## src/rtl/ublock_ti_round_ctrl_pkg.sv

```systemverilog
// ---------------------------------------------------------------------------
// ublock_ti_round_ctrl_pkg
// Shared definitions for the uBlock-128/128 threshold-implementation round
// sequencer: FSM state encoding, default round count and S-box stage count,
// and the width of the inline S-box stage counter.
// ---------------------------------------------------------------------------
package ublock_ti_round_ctrl_pkg;

    localparam int UBLOCK_ROUNDS       = 16;
    localparam int UBLOCK_SBOX_STAGES  = 2;
    localparam int UBLOCK_CNT_W        = 5;

    // The stage counter covers SBOX_STAGES in 1..4.
    localparam int STG_W = 2;

    typedef enum logic [2:0] {
        ST_IDLE  = 3'd0,
        ST_LOAD  = 3'd1,
        ST_SUB   = 3'd2,
        ST_LIN   = 3'd3,
        ST_FINAL = 3'd4,
        ST_DONE  = 3'd5
    } state_t;

endpackage

```

## src/rtl/ublock_ti_round_ctrl_round_counter.sv

```systemverilog
// ---------------------------------------------------------------------------
// ublock_ti_round_ctrl_round_counter
// CNT_W-bit round counter with synchronous clear, increment and a "last"
// flag. Saturates at LAST so the round index can never wrap. Also reusable
// by the key-schedule controller.
// Ports:
//   clk, rst   clock, asynchronous active-high reset
//   clr        synchronous clear to 0 (has priority over inc)
//   inc        advance by one unless already at LAST
//   cnt        current count
//   last       cnt == LAST
// ---------------------------------------------------------------------------
module ublock_ti_round_ctrl_round_counter #(
    parameter int CNT_W = 5,
    parameter int LAST  = 15
) (
    input  logic             clk,
    input  logic             rst,
    input  logic             clr,
    input  logic             inc,
    output logic [CNT_W-1:0] cnt,
    output logic             last
);

    localparam logic [CNT_W-1:0] LAST_VAL = CNT_W'(LAST);

    logic [CNT_W-1:0] cnt_q;
    logic [CNT_W-1:0] cnt_d;

    always_comb begin
        cnt_d = cnt_q;
        if (clr) begin
            cnt_d = '0;
        end else if (inc && (cnt_q != LAST_VAL)) begin
            cnt_d = cnt_q + CNT_W'(1);
        end
    end

    always_ff @(posedge clk or posedge rst) begin
        if (rst) begin
            cnt_q <= '0;
        end else begin
            cnt_q <= cnt_d;
        end
    end

    assign cnt  = cnt_q;
    assign last = (cnt_q == LAST_VAL);

endmodule

```

## src/rtl/ublock_ti_round_ctrl.sv

```systemverilog
// ---------------------------------------------------------------------------
// ublock_ti_round_ctrl
// Sequencer for the 2-share decomposed-type TI uBlock-128/128 datapath.
// Generates every register enable for the shared state/key registers; it
// carries no share data. All outputs are Moore-decoded from registered state
// so start/abort can never glitch an enable.
// Handshake: start is sampled only while ready=1 (IDLE); a start seen in any
// other state is dropped, not queued. done is a single-cycle pulse marking
// the cycle in which the output shares are valid.
// Ports:
//   clk, rst     clock, asynchronous active-high reset
//   start        request one encryption
//   abort        synchronous cancel of a busy run (no done)
//   ready        high only in IDLE
//   busy         high in LOAD, SUB, LIN, FINAL
//   load_we      load input/key shares
//   sbox_en      one-hot enable of S-box register stage
//   lin_we       write linear-layer result into state registers
//   ks_step      advance key schedule (same cycle as lin_we)
//   final_xor    apply last round-key XOR
//   round_idx    current round 0..ROUNDS-1
//   done         1-cycle completion pulse
// ---------------------------------------------------------------------------
module ublock_ti_round_ctrl
    import ublock_ti_round_ctrl_pkg::*;
#(
    parameter int ROUNDS      = UBLOCK_ROUNDS,
    parameter int SBOX_STAGES = UBLOCK_SBOX_STAGES,
    parameter int CNT_W       = UBLOCK_CNT_W
) (
    input  logic                   clk,
    input  logic                   rst,
    input  logic                   start,
    input  logic                   abort,
    output logic                   ready,
    output logic                   busy,
    output logic                   load_we,
    output logic [SBOX_STAGES-1:0] sbox_en,
    output logic                   lin_we,
    output logic                   ks_step,
    output logic                   final_xor,
    output logic [CNT_W-1:0]       round_idx,
    output logic                   done
);

    localparam logic [STG_W-1:0] LAST_STG = STG_W'(SBOX_STAGES - 1);

    state_t           state_q, state_d;
    logic [STG_W-1:0] stage_q, stage_d;
    logic             cnt_clr;
    logic             cnt_inc;
    logic             cnt_last;

    ublock_ti_round_ctrl_round_counter #(
        .CNT_W (CNT_W),
        .LAST  (ROUNDS - 1)
    ) u_round_cnt (
        .clk  (clk),
        .rst  (rst),
        .clr  (cnt_clr),
        .inc  (cnt_inc),
        .cnt  (round_idx),
        .last (cnt_last)
    );

    always_comb begin
        state_d = state_q;
        stage_d = stage_q;
        cnt_clr = 1'b0;
        cnt_inc = 1'b0;

        case (state_q)
            ST_IDLE: begin
                // abort outranks a simultaneous start
                if (start && !abort) begin
                    state_d = ST_LOAD;
                    stage_d = '0;
                    cnt_clr = 1'b1;
                end
            end
            ST_LOAD: begin
                state_d = ST_SUB;
                stage_d = '0;
            end
            ST_SUB: begin
                if (stage_q == LAST_STG) begin
                    state_d = ST_LIN;
                end else begin
                    stage_d = stage_q + STG_W'(1);
                end
            end
            ST_LIN: begin
                stage_d = '0;
                if (cnt_last) begin
                    state_d = ST_FINAL;
                end else begin
                    state_d = ST_SUB;
                    cnt_inc = 1'b1;
                end
            end
            ST_FINAL: begin
                state_d = ST_DONE;
            end
            ST_DONE: begin
                // abort is ignored here: the result is already valid
                state_d = ST_IDLE;
                cnt_clr = 1'b1;
            end
            default: begin
                state_d = ST_IDLE;
                stage_d = '0;
                cnt_clr = 1'b1;
            end
        endcase

        // Cancel a busy run; overrides whatever the state decided above.
        if (abort && (state_q == ST_LOAD || state_q == ST_SUB ||
                      state_q == ST_LIN  || state_q == ST_FINAL)) begin
            state_d = ST_IDLE;
            stage_d = '0;
            cnt_clr = 1'b1;
            cnt_inc = 1'b0;
        end
    end

    always_ff @(posedge clk or posedge rst) begin
        if (rst) begin
            state_q <= ST_IDLE;
            stage_q <= '0;
        end else begin
            state_q <= state_d;
            stage_q <= stage_d;
        end
    end

    assign ready     = (state_q == ST_IDLE);
    assign busy      = (state_q == ST_LOAD) || (state_q == ST_SUB) ||
                       (state_q == ST_LIN)  || (state_q == ST_FINAL);
    assign load_we   = (state_q == ST_LOAD);
    assign lin_we    = (state_q == ST_LIN);
    assign ks_step   = (state_q == ST_LIN);
    assign final_xor = (state_q == ST_FINAL);
    assign done      = (state_q == ST_DONE);
    assign sbox_en   = (state_q == ST_SUB) ? (SBOX_STAGES'(1) << stage_q)
                                           : '0;

endmodule

```

## config.mk

```make
export PLATFORM = sky130hd
export DESIGN_NAME = ublock_ti_round_ctrl
export DESIGN_NICKNAME = d
export VERILOG_FILES = /design/src/rtl/ublock_ti_round_ctrl_pkg.sv /design/src/rtl/ublock_ti_round_ctrl_round_counter.sv /design/src/rtl/ublock_ti_round_ctrl.sv
export SDC_FILE = /design/constraint.sdc
export NUM_CORES = 1
export LEC_CHECK = 0
export CORE_AREA = 4 4 46 48
export CTS_CLUSTER_SIZE = 25
export DETAILED_ROUTE_END_ITERATION = 10
export DIE_AREA = 0 0 50 52
export PLACE_DENSITY = 0.73
export SLEW_MARGIN = 20
export SYNTH_ARGS = -nofsm -noshare
export SYNTH_HDL_FRONTEND = slang
export SYNTH_SLANG_ARGS = --single-unit
```

## constraint.sdc

```tcl
create_clock -name clk -period 2.2 [get_ports clk]
set_input_delay 0.22 -clock clk [delete_from_list [all_inputs] [get_ports clk]]
set_output_delay 0.22 -clock clk [all_outputs]
set_load 0.005 [all_outputs]
```

==> run_results.csv <==
group,metric,value,unit
finish,final_cells,115,
routing,dr_total_vias,577,
synth,syn_inst,74,
routing,wl_met1,630,um
finish,finalInstanceArea,847,um^2
sta,tightestPinTransition,0.438,ns
worst_setup_path,setup.worst_path.class,"flop to output port",
worst_setup_path,crit_fanout,14,
synth,synth.distinct_cells,27,
sta,drv_slew,0,
global_route,grt_pass1_vias,551,
place,dp_hpwl,1020,um
clocking,cts_buffers,3,
clocking,cts_tree,"yes",
finish,fin_nets,100,
clocking,hold_buffers,0,
clocking,cts_sinks,10,
global_route,grt_usage,0.121,
routing,drc,0,
die,start_util,0.376,
place,io_buffers,17,
power_and_ir_drop,power_density,502,nW/um^2
routing,wl_met3,62,um
run,cap_violations,0,
die,rows,15,
worst_setup_path,worstPathRequired,1.98,ns
synth,synth_nets,82,
sta,setup_viol,0,
routing,dr.first_iter.drc_count,5,
routing,first_pass_iters,4,
finish,antennaDiodeCount,0,
global_route,grt_pass1_wl,2440,um
global_route,antenna_found_initial,0,
clocking,clk_latency,0.26,ns
sta,finalHoldViolCount,0,
sta,maxSlewHeadroom,0.708,
clocking,htreeDepth,1,
sta,layout_worst_path_cycle_share,0.912,
die,num_io_pins,18,
sta,tns,0,ns
global_route,overflow,0,
synth,yosys.area.top_type,"dfrtp_1",
routing,antenna_left,0,
synth,synth_top_flop_cell,"dfrtp_1",
power_and_ir_drop,leakagePower,0.385,nW
synth,synth_area,642,um^2
routing,wire_per_inst,11.7,um
sta,period_minus_slack,2.01,ns
synth,async_flop_share,1.00,
clocking,root_buffer,"clkbuf_4",
synth,yosys.area.top_type_share,0.390,
worst_setup_path,cp_data_arrival_time,1.79,ns
synth,ys_top_cells_by_area,"dfrtp_1, ha_1, nor2_1",
finish,drive_gt1_frac,0.0556,
routing,wl_met2,620,um
synth,postSynthAreaPerCell,8.67,um^2
die,fp.dieH,52,um
worst_setup_path,cp-end-kind,"output port",
sta,hold-worst-slack,0.227,ns
clocking,cts_resized,0,
sta,rsz0062_at_grt,"false",
clocking,cts_buffer_depth,2,
sta,fmax,498,MHz
global_route,grt_max_degree,15,
routing,drt-total-wl,1350,um
worst_setup_path,startpoint_type,"flop",
power_and_ir_drop,vdd_drop_max,297,uV
synth,synth_edf_count,0,
finish,areaGrowthSynthToFinish,32.0,%
die,die_w,50,um
worst_hold_path,hp-class,"input pin to asynchronous set/reset pin",
synth,yosysWarnings,0,
clocking,post_cts.repair.setup_buffers,0,
synth,seq_area_frac_synth,0.390,
die,die-area,2600,um^2
place,gp_congestion,0.727,
sta,skew,0.00243,ns
clocking,clk_pin_slew,0.06,ns
place,placed_cells,112,
power_and_ir_drop,totalPowerFinal,0.425,mW
synth,ys_ff_latch,10,
place,placed_area,825,um^2
routing,highest_layer,"met4",
die,core-area,1710,um^2
routing,viasPerCell,5.02,
outcome,outcome,"finished, final reports clean",
-- worst max-delay path: stages, from the launching register on --
cell             delay, ns
dfrtp_1               0.54
nor3b_1               0.41
clkdlybuf4s50_1       0.58
-- cells by family (layout without fill, tap and decap cells) --
family | count (synthesis) | count (layout) | share of synthesized area
AOI/OAI and AO/OA | 12 | 12 | 0.127
buffers and inverters | 11 | 27 | 0.0819
xor gates and xnor gates | 5 | 5 | 0.0682
and+or+nand+nor | 31 | 31 | 0.240
adders and majority gates | 4 | 4 | 0.0780
muxes | 1 | 1 | 0.0156
DFF | 10 | 10 | 0.390
-- path summary, 6_finish.rpt --
kind / to / startpoint / slack [ns] / cells after the start
max: ks_step / state_q[2] / 0.19 / 2
min: u_round_cnt.cnt[2] / rst / 0.23 / 2
max reg2reg: u_round_cnt.cnt[3] / u_round_cnt.cnt[0] / 0.28 / 7
min reg2reg: stage_q[1] / stage_q[1] / 0.53 / 1
max in group asynchronous: state_q[1] / rst / 1.70 / 2
min in group clk: stage_q[1] / stage_q[1] / 0.53 / 1
-- final cells by class --
type | count | area (um^2)
clock buffers | 3 | 22.5
fillers | 168 | 861
inverters | 5 | 18.8
multi-input cells | 53 | 339
flip-flops and latches | 10 | 250
well taps | 25 | 31.3
repair buffers | 19 | 185
-- routing by layer --
metal | global-route usage | vias to the layer above
li1 | - | 287
met1 | 0.141 | 268
met2 | 0.211 | 17
met3 | 0.0172 | 5
met4 | 0.0691 | 0
met5 | 0 | -
-- cells in the mapped netlist (all sizes together), types with 3 or more instances --
cell type	count
dfrtp	10
xor2	3
nor2	11
ha	4
and3	3
nand2	5
nor3	4
buf	5
inv	5
-- placed cells by master, fill, tap and decap left out --
cell type	n
clkdlybuf4s50_1	17
nor2_1	11
dfrtp_1	10
inv_1	5
nand2_1	5
nor3_1	4
ha_1	4
xor2_1	3
and3_1	3
clkbuf_4	3
o21ai_0	2
nand3_1	2
a211oi_1	2
nand2b_1	2
a21oi_1	2
a21o_1	2
xnor2_1	2
buf_4	2
o31ai_1	1
and4bb_1	1
nand4_1	1
a311oi_1	1
nor3b_1	1
and2_1	1
o22a_1	1
a31oi_1	1
mux2i_1	1
-- flip-flops by register name (all words and copies together), names as in the netlist --
signal	flops
stage_q	2
state_q	3
u_round_cnt.cnt	5
-- power by group --
part	internal (mW)	switching [mW]	total [mW]
Clock	0.0631	0.0599	0.123
Combinational	0.0521	0.0469	0.0990
Sequential	0.193	0.0100	0.203
Total	0.308	0.117	0.425
-- through the flow --
| step | util | worst slack [ns] |
|---|---|---|
| 2_1_floorplan | - | 0.430 |
| 3_3_place_gp | 0.483 | 0.371 |
| 3_5_place_dp | 0.483 | 0.303 |
| 4_1_cts | 0.496 | 0.163 |
| 5_1_grt | 0.496 | 0.0490 |
| 6_report | 0.496 | 0.193 |
No activity file was read; power rests on OpenSTA's default activity.
